`src/rtl/spi_master.sv`:
```
// spi_master: parametrised SPI master with a programmable SCLK divider,
// per-transfer CPOL/CPHA, one-hot active-low slave selects and an rx_valid pulse.
// Transfers are full-duplex, MSB-first and W_Data bits long.
//
// Ports:
//   clk, rst          system clock, asynchronous active-low reset
//   tx_data/tx_valid  word to send and its request (valid/ready handshake)
//   tx_ready          high in IDLE; acceptance on tx_valid & tx_ready
//   cs_sel, cpol,     slave index and SPI mode, sampled at acceptance
//   cpha
//   loopback          (SPI_MASTER_LOOPBACK_EN only) RX from internal mosi, ss_n held high
//   rx_data/rx_valid  last received word and its one-cycle completion pulse
//   busy              high from acceptance until completion
//   sclk, mosi, miso  SPI serial pins
//   ss_n              active-low slave selects (2**W_Sel lines)
//
// Optional feature macro: SPI_MASTER_LOOPBACK_EN.

`ifndef W_CPU
`define W_CPU 8
`endif

module spi_master #(
    parameter int unsigned W_Data  = `W_CPU,
    parameter int unsigned CLK_DIV = 4,
    parameter int unsigned W_Sel   = 1
) (
    input  logic                 clk,
    input  logic                 rst,
    input  logic [W_Data-1:0]    tx_data,
    input  logic                 tx_valid,
    output logic                 tx_ready,
    input  logic [W_Sel-1:0]     cs_sel,
    input  logic                 cpol,
    input  logic                 cpha,
`ifdef SPI_MASTER_LOOPBACK_EN
    input  logic                 loopback,
`endif
    output logic [W_Data-1:0]    rx_data,
    output logic                 rx_valid,
    output logic                 busy,
    output logic                 sclk,
    output logic                 mosi,
    input  logic                 miso,
    output logic [(2**W_Sel)-1:0] ss_n
);

    localparam int unsigned N_SS   = 2 ** W_Sel;
    localparam int unsigned N_EDGE = 2 * W_Data;
    localparam int unsigned W_EC   = ($clog2(N_EDGE + 1) > 6) ? $clog2(N_EDGE + 1) : 6;
    localparam int unsigned W_DIV  = (CLK_DIV > 1) ? $clog2(CLK_DIV) : 1;

    typedef enum logic [1:0] {
        IDLE  = 2'd0,
        LEAD  = 2'd1,
        SHIFT = 2'd2,
        TRAIL = 2'd3
    } state_t;

    state_t              state_q, state_d;
    logic [W_DIV-1:0]    div_q, div_d;
    logic [W_EC-1:0]     edge_q, edge_d;
    logic [W_Data-1:0]   tx_sr_q, tx_sr_d;
    logic [W_Data-1:0]   rx_sr_q, rx_sr_d;
    logic [W_Data-1:0]   rx_data_q, rx_data_d;
    logic                cpha_q, cpha_d;
    logic                rx_valid_q, rx_valid_d;
    logic                tx_ready_q, tx_ready_d;
    logic                busy_q, busy_d;
    logic                sclk_q, sclk_d;
    logic                mosi_q, mosi_d;
    logic [N_SS-1:0]     ss_n_q, ss_n_d;

    logic                tick;
    logic                accept;
    logic                lead_edge;
    logic                last_edge;
    logic                rx_bit;
    logic                lb_in;

    // One divider period has elapsed; an SCLK edge (or phase end) happens now.
    assign tick      = (div_q == W_DIV'(CLK_DIV - 1));
    assign accept    = (state_q == IDLE) && tx_valid && tx_ready_q;
    // edge_q counts edges already produced, so the upcoming edge is edge_q+1.
    assign lead_edge = ~edge_q[0];
    assign last_edge = (edge_q == W_EC'(N_EDGE - 1));

`ifdef SPI_MASTER_LOOPBACK_EN
    logic lb_q, lb_d;
    assign lb_in  = loopback;
    assign rx_bit = lb_q ? mosi_q : miso;
`else
    assign lb_in  = 1'b0;
    assign rx_bit = miso;
`endif

    // State register.
    always_ff @(posedge clk or negedge rst) begin
        if (!rst) begin
            state_q <= IDLE;
        end else begin
            state_q <= state_d;
        end
    end

    // Next-state logic.
    always_comb begin
        state_d = state_q;
        case (state_q)
            IDLE:    if (accept)             state_d = LEAD;
            LEAD:    if (tick)               state_d = SHIFT;
            SHIFT:   if (tick && last_edge)  state_d = TRAIL;
            TRAIL:   if (tick)               state_d = IDLE;
            default:                         state_d = IDLE;
        endcase
    end

    // Next values for the datapath and registered outputs.
    always_comb begin
        div_d      = div_q;
        edge_d     = edge_q;
        tx_sr_d    = tx_sr_q;
        rx_sr_d    = rx_sr_q;
        rx_data_d  = rx_data_q;
        cpha_d     = cpha_q;
        rx_valid_d = 1'b0;
        tx_ready_d = tx_ready_q;
        busy_d     = busy_q;
        sclk_d     = sclk_q;
        mosi_d     = mosi_q;
        ss_n_d     = ss_n_q;
`ifdef SPI_MASTER_LOOPBACK_EN
        lb_d       = lb_q;
`endif

        case (state_q)
            IDLE: begin
                div_d  = '0;
                edge_d = '0;
                sclk_d = cpol;
                ss_n_d = '1;
                if (accept) begin
                    cpha_d     = cpha;
                    tx_ready_d = 1'b0;
                    busy_d     = 1'b1;
                    rx_sr_d    = '0;
                    ss_n_d     = lb_in ? {N_SS{1'b1}} : ~(N_SS'(1) << cs_sel);
`ifdef SPI_MASTER_LOOPBACK_EN
                    lb_d       = loopback;
`endif
                    // CPHA=0 presents the MSB before the first edge.
                    if (!cpha) begin
                        mosi_d  = tx_data[W_Data-1];
                        tx_sr_d = {tx_data[W_Data-2:0], 1'b0};
                    end else begin
                        tx_sr_d = tx_data;
                    end
                end
            end

            LEAD, SHIFT: begin
                div_d = tick ? '0 : div_q + W_DIV'(1);
                if (tick) begin
                    sclk_d = ~sclk_q;
                    edge_d = edge_q + W_EC'(1);
                    // Sample on leading edges for CPHA=0, trailing for CPHA=1.
                    if (cpha_q ^ lead_edge) begin
                        rx_sr_d = {rx_sr_q[W_Data-2:0], rx_bit};
                    end
                    // Shift on leading edges for CPHA=1; on non-final trailing edges for CPHA=0.
                    if (cpha_q ? lead_edge : (!lead_edge && !last_edge)) begin
                        mosi_d  = tx_sr_q[W_Data-1];
                        tx_sr_d = {tx_sr_q[W_Data-2:0], 1'b0};
                    end
                end
            end

            TRAIL: begin
                div_d = tick ? '0 : div_q + W_DIV'(1);
                if (tick) begin
                    ss_n_d     = '1;
                    rx_data_d  = rx_sr_q;
                    rx_valid_d = 1'b1;
                    tx_ready_d = 1'b1;
                    busy_d     = 1'b0;
                end
            end

            default: begin
                ss_n_d = '1;
            end
        endcase
    end

    // Datapath and output registers.
    always_ff @(posedge clk or negedge rst) begin
        if (!rst) begin
            div_q      <= '0;
            edge_q     <= '0;
            tx_sr_q    <= '0;
            rx_sr_q    <= '0;
            rx_data_q  <= '0;
            cpha_q     <= 1'b0;
            rx_valid_q <= 1'b0;
            tx_ready_q <= 1'b1;
            busy_q     <= 1'b0;
            sclk_q     <= 1'b0;
            mosi_q     <= 1'b0;
            ss_n_q     <= '1;
`ifdef SPI_MASTER_LOOPBACK_EN
            lb_q       <= 1'b0;
`endif
        end else begin
            div_q      <= div_d;
            edge_q     <= edge_d;
            tx_sr_q    <= tx_sr_d;
            rx_sr_q    <= rx_sr_d;
            rx_data_q  <= rx_data_d;
            cpha_q     <= cpha_d;
            rx_valid_q <= rx_valid_d;
            tx_ready_q <= tx_ready_d;
            busy_q     <= busy_d;
            sclk_q     <= sclk_d;
            mosi_q     <= mosi_d;
            ss_n_q     <= ss_n_d;
`ifdef SPI_MASTER_LOOPBACK_EN
            lb_q       <= lb_d;
`endif
        end
    end

    assign tx_ready = tx_ready_q;
    assign busy     = busy_q;
    assign rx_data  = rx_data_q;
    assign rx_valid = rx_valid_q;
    assign sclk     = sclk_q;
    assign mosi     = mosi_q;
    assign ss_n     = ss_n_q;

endmodule
```
`config.mk`:
```
export PLATFORM = sky130hd
export DESIGN_NAME = spi_master
export DESIGN_NICKNAME = d
export VERILOG_FILES = /design/src/rtl/spi_master.sv
export SDC_FILE = /design/constraint.sdc
export NUM_CORES = 1
export LEC_CHECK = 0
export CAP_MARGIN = 20
export CELL_PAD_IN_SITES_DETAIL_PLACEMENT = 1
export CELL_PAD_IN_SITES_GLOBAL_PLACEMENT = 1
export CORE_MARGIN = 3
export CORE_UTILIZATION = 33
export DETAILED_ROUTE_END_ITERATION = 6
export PLACE_DENSITY = 0.7
export SLEW_MARGIN = 0
export SYNTH_ARGS = -nofsm -noshare
export SYNTH_HDL_FRONTEND = slang
export SYNTH_SLANG_ARGS = --single-unit
```
`constraint.sdc`:
```
create_clock -name clk -period 4.4 [get_ports clk]
set_input_delay 0.88 -clock clk [delete_from_list [all_inputs] [get_ports clk]]
set_output_delay 0.88 -clock clk [all_outputs]
set_load 0.01 [all_outputs]
```
==> impl_metrics.tcl, run 1 <==
set metrics [dict create \
    path_max_fanout 12 \
    die_w_um 85.6 \
    n_antenna_cell 0 \
    fillerInstances 663 \
    setup_ws_ns 1.86 \
    rsz0062_at_grt "no" \
    p_int_mw 1.04 \
    synthCells 182 \
    synthTopCellsByArea "dfrtp_1, mux2_2, mux2i_1" \
    layout-drive-gt1-share_pct 20.4 \
    tightest_slew_ns 0.950 \
    min_period_ns 2.54 \
    clk_latency_ns 0.29 \
    synth_ff_type "dfrtp_1" \
    numCtsBuffers 5 \
    cts_max_level 2 \
    grt_pass1_vias 1625 \
    stdcell_count 286 \
    die_h_um 85.6 \
    synth_edf_count 0 \
    synthDistinctLibCells 33 \
    antenna_found_initial 0 \
    hold_buffers 0 \
    pwr-share-comb_pct 47.1 \
    cts.sinks 42 \
    final_hold_viol_count 0 \
    synth_warnings 0 \
    worstSetupPathType "input pin to flip-flop" \
    r2r-end "tx_sr_q[0]$_DFFE_PN0P_" \
    grt_pass1_wl_mm 7.87 \
    vias 1464 \
    numPortBuffers 29 \
    cts_tree "yes" \
    grt_usage_pct 13.4 \
    worstHoldPathCells 1 \
    synthTopCellsByCount "dfrtp_1, mux2_2, nand2_1, o21ai_0, nand4_1" \
    leakage_nw 1.18 \
    rows 28 \
    gp_congestion 0.720 \
    synth_seq_cells 42 \
    final_area_um2 2560 \
    hold_path_startpoint "div_q[0]$_DFF_PN0_" \
    fin_skew_ns 0.00911 \
    placed_area_um2 2420 \
    wl_per_cell_um 15.4 \
    dr.pass1.iters 4 \
    ys_async_sr_fraction_pct 100 \
    routed_wl_mm 4.39 \
    yosys.area.top_type "dfrtp_1" \
    core_area_um2 6030 \
    grt_max_degree 43 \
    maxCapViolations 0 \
    cp.arrival_ns 2.72 \
    cts_resized 0 \
    postCtsSetupBuffers 0 \
    synth_top_area_share_pct 46.7 \
    netlist_area_um2 2090 \
    initial_core_util_pct 34.7 \
    drc 0 \
    p_per_area_nw_per_um2 649 \
    io_pins 30 \
    synthMostInstantiatedCell "dfrtp_1" \
    slew_headroom_pct 36.6 \
    finalNetCount 232 \
    cp-end-kind "flip-flop" \
    syn_nets 204 \
    overflow 0 \
    clockBufferDepth 2 \
    dp.cells 277 \
    synth_seq_area_share_pct 50.4 \
    cp.required_ns 4.57 \
    synth.avg_cell_area_um2 11.5 \
    setup_viol 0 \
    slew_violations 0 \
    die-area_um2 7330 \
    finalSetupTns_ns 0 \
    vias_per_cell 5.12 \
    syn2layout_area_growth_pct 22.4 \
    hpwl_mm 3.04 \
    path_clk_slew_ns 0.08 \
    clock.fmax_mhz 393 \
    hold_path.class "flip-flop to flip-flop" \
    swShare_pct 37.8 \
    fin_util_pct 42.5 \
    cts_root_buffer "clkbuf_8" \
    status "finished clean" \
    antenna_left 0 \
    reg2reg_from "state_q[0]$_DFFE_PN0P_" \
    place_ws_ns 1.62 \
    pwr-share-seq_pct 34.7 \
    finalCritPeriodShare_pct 57.8 \
    drt-initial-drc-count 90 \
    switchingPower_mw 0.628 \
    pwr-share-clk_pct 18.2 \
    reg2regPathDepth 7 \
    peakVddDrop_mv 0.285 \
    cp-start-kind "input pin" \
    hold_end "div_q[0]$_DFF_PN0_" \
    r2r_slack_ns 2.06 \
]
==> flip-flops by register name, summed over array words and instances (netlist names) <==
register / count
rx_data: 8
rx_sr_q: 8
tx_sr_q: 8
edge_q: 6
div_q: 2
ss_n: 2
state_q: 2
busy: 1
cpha_q: 1
mosi: 1
rx_valid: 1
sclk: 1
tx_ready: 1
==> per-layer routing <==
layer	GRT usage [%]	vias to the layer above	part of all wire, %
li1	-	706	-
met1	16.5	729	46
met2	22.8	25	49
met3	3.55	4	3.8
met4	4.17	0	0.91
met5	0	-	0
==> how the worst max path moves through the flow <==
stage / startpoint / end / slack (ns) / cells past startpoint
finish: tx_valid / state_q[1]$_DFFE_PN0P_ / 1.86 / 5
floorplan: cpha / tx_sr_q[1]$_DFFE_PN0P_ / 2.49 / 4
global route: tx_valid / state_q[1]$_DFFE_PN0P_ / 1.71 / 5
detailed placement: tx_valid / state_q[1]$_DFFE_PN0P_ / 1.62 / 5
global placement: tx_valid / state_q[1]$_DFFE_PN0P_ / 1.71 / 5
CTS: state_q[1]$_DFFE_PN0P_ / tx_sr_q[3]$_DFFE_PN0P_ / 1.71 / 6
==> metrics by stage <==
step           power (mW)  hold WS [ns]
3_3_place_gp         1.29         0.422
3_5_place_dp         1.32         0.441
2_1_floorplan        1.12         0.408
5_1_grt              1.80         0.466
6_report             1.66         0.444
4_1_cts              1.63         0.452
==> cell families after synthesis <==
group / count (synthesis) / share of synthesized area (%)
simple gates: 48 / 12.1
mux: 29 / 15.1
compound gates: 36 / 12.6
flops: 42 / 50.4
xor+xnor: 6 / 2.51
buf+inv: 14 / 3.17
fa+ha+maj: 7 / 4.19
==> power groups by stage <==
| stage | Combinational, mW | Sequential (mW) | Clock (mW) |
|---|---|---|---|
| floorplan | 0.542 | 0.577 | 0 |
| global placement | 0.707 | 0.580 | 0 |
| detailed placement | 0.733 | 0.587 | 0 |
| CTS | 0.740 | 0.580 | 0.310 |
| global route | 0.882 | 0.596 | 0.327 |
| finish | 0.783 | 0.577 | 0.303 |
==> worst max-delay path: stages <==
cell and delay [ns]:
clkdlybuf4s50_1 0.50, nand2_1 0.15, nand2_1 0.42, a21boi_0 0.38, mux2_2 0.39
==> placed cells by master, fill, tap and decap left out, types with 7 or more instances in the layout <==
cell and n:
mux2_2 20, dfrtp_1 39, o21ai_0 15, mux2i_1 9, nand4_1 11, a21bo_2 8, nor2_1 9, ha_1 7
clkdlybuf4s50_1 28, nand2_1 15
==> cell type report <==
cell class	instances	area (um2)	area share, %
flip-flops and latches	42	1050	41.2
repair buffers	30	313	12.2
well taps	75	93.8	3.66
clock inverters	2	37.5	1.47
multi-input cells	126	971	37.9
clock buffers	6	72.6	2.83
inverters	5	18.8	0.733
Note: power is estimated with default switching activity, not from simulation.
==> run 2: changes to the inputs <==
clock period = 2.4 ns   (was 4.4 ns; I/O delays follow)
==> impl_metrics.tcl, run 2 (synthesis gave the netlist of run 1 again) <==
set metrics [dict create \
    cp.required_ns 2.58 \
    status "finished clean" \
    die-area_um2 7330 \
    grt_usage_pct 13.7 \
    crit_family "simple AND/OR/NAND/NOR gates" \
    critPathMaxStageDelay_ns 0.43 \
    worst_path_max_delay_cell "dfrtp_1" \
    cp-start-kind "flip-flop" \
    overflow 0 \
    cts_tree "yes" \
    min_period_ns 2.07 \
    fin_skew_ns 0.00721 \
    finalSetupTns_ns 0 \
    finalCritPeriodShare_pct 86.2 \
    core_area_um2 6030 \
    layout_common_cells "dfrtp_1, clkdlybuf4s50_1, mux2_2" \
    finalNetCount 237 \
    die_h_um 85.6 \
    cts_root_buffer "clkbuf_8" \
    routed_wl_mm 4.42 \
    clockBufferDepth 2 \
    dr.pass1.iters 4 \
    vias_per_cell 5.14 \
    grt_pass1_vias 1617 \
    antenna_found_initial 0 \
    gp_congestion 0.715 \
    cp.arrival_ns 2.25 \
    antenna_left 0 \
    path_clk_slew_ns 0.08 \
    clk_latency_ns 0.30 \
    final_hold_viol_count 0 \
    hold_buffers 0 \
    layout-drive-gt1-share_pct 22.7 \
    setup_viol 0 \
    cts_resized 0 \
    peakVddDrop_mv 0.393 \
    vias 1497 \
    rsz0062_at_grt "no" \
    cts.sinks 42 \
    wl_per_cell_um 15.2 \
    fin_util_pct 42.9 \
    cp-end-kind "flip-flop" \
    die_w_um 85.6 \
    path_max_fanout 8 \
    maxCapViolations 0 \
    rows 28 \
    syn2layout_area_growth_pct 23.4 \
    hpwl_mm 3.03 \
    cts_max_level 2 \
    io_pins 30 \
    slew_headroom_pct 63.3 \
    leakage_nw 1.20 \
    p_per_area_nw_per_um2 1170 \
    cp_cell_sequence "inv_1, ha_1, and4b_1, a32oi_2, nand3_4, mux2_2" \
    n_antenna_cell 0 \
    numPortBuffers 29 \
    slew_violations 0 \
    layout_commonest_cell "dfrtp_1" \
    clock.fmax_mhz 484 \
    initial_core_util_pct 34.7 \
    worstSetupPathType "flip-flop to flip-flop" \
    grt_pass1_wl_mm 7.84 \
    postCtsSetupBuffers 0 \
    drc 0 \
    tightest_slew_ns 0.548 \
    drt-initial-drc-count 75 \
    numCtsBuffers 5 \
    grt_max_degree 43 \
    worst-path-buf-inv 1 \
    hold_path.class "input pin to async pin" \
]
==> run 2: changes by cell type in the layout (fill, tap and decap cells not counted) <==
cell / previous run / this run
buf_16: 1 / 0
clkinvlp_4: 1 / 2
clkbuf_1: 1 / 0
buf_4: 0 / 6
==> run 2: metrics by stage <==
step	setup WS (ns)	hold WS (ns)	instances	power, mW	instance area [um2]
after floorplan	0.492	0.184	182	2.05	2090
after global placement	0.342	0.424	283	2.43	2470
after detailed placement	0.208	0.432	283	2.48	2470
after CTS	0.315	0.257	291	3.08	2580
after global routing	0.195	0.282	291	3.30	2580
final	0.332	0.243	291	3.03	2580
==> run 2: worst register-to-register path, cell delays in order (launching register included) <==
cell and delay, ns:
dfrtp_1 0.43, inv_1 0.10, ha_1 0.35, and4b_1 0.24
a32oi_2 0.32, nand3_4 0.20, mux2_2 0.32
==> run 2: power by group <==
group / switching [mW] / total, mW / internal, mW
Sequential: 0.139 / 1.06 / 0.918
Combinational: 0.763 / 1.40 / 0.640
Clock: 0.258 / 0.568 / 0.309
Total: 1.16 / 3.03 / 1.87
==> run 2: path summary, 6_finish.rpt <==
path,slack [ns],endpoint,startpoint,cells after the start
worst min-delay path,0.24,tx_sr_q[4]$_DFFE_PN0P_,rst,2
max in group asynchronous,1.78,tx_ready$_DFFE_PN1P_,rst,2
worst max-delay path,0.33,tx_sr_q[1]$_DFFE_PN0P_,state_q[0]$_DFFE_PN0P_,6
worst min register to register,0.44,div_q[0]$_DFF_PN0_,div_q[0]$_DFF_PN0_,1
min in group clk,0.44,div_q[0]$_DFF_PN0_,div_q[0]$_DFF_PN0_,1
worst max register to register,0.33,tx_sr_q[1]$_DFFE_PN0P_,state_q[0]$_DFFE_PN0P_,6
==> run 2: cell type report <==
cell class                 instances  area (um2)
sequential                        42        1050
multi-input combinational        126         971
inverter                           5        18.8
clock buffer                       5        68.8
tap                               75        93.8
clock inverter                     3        45.0
timing repair buffer              35         330
fill                             684        3440
==> run 2: layer usage <==
layer	track usage, %	part of all wire, %
met5	0	0
met4	5.61	1.9
met3	2.88	3.2
met2	22.3	49
met1	17.7	46
==> run 3: changes to the inputs <==
CAP_MARGIN = 15   (was 20)
==> results of run 3 <==
The final DEF is identical to that of run 2; final timing and power are the same.
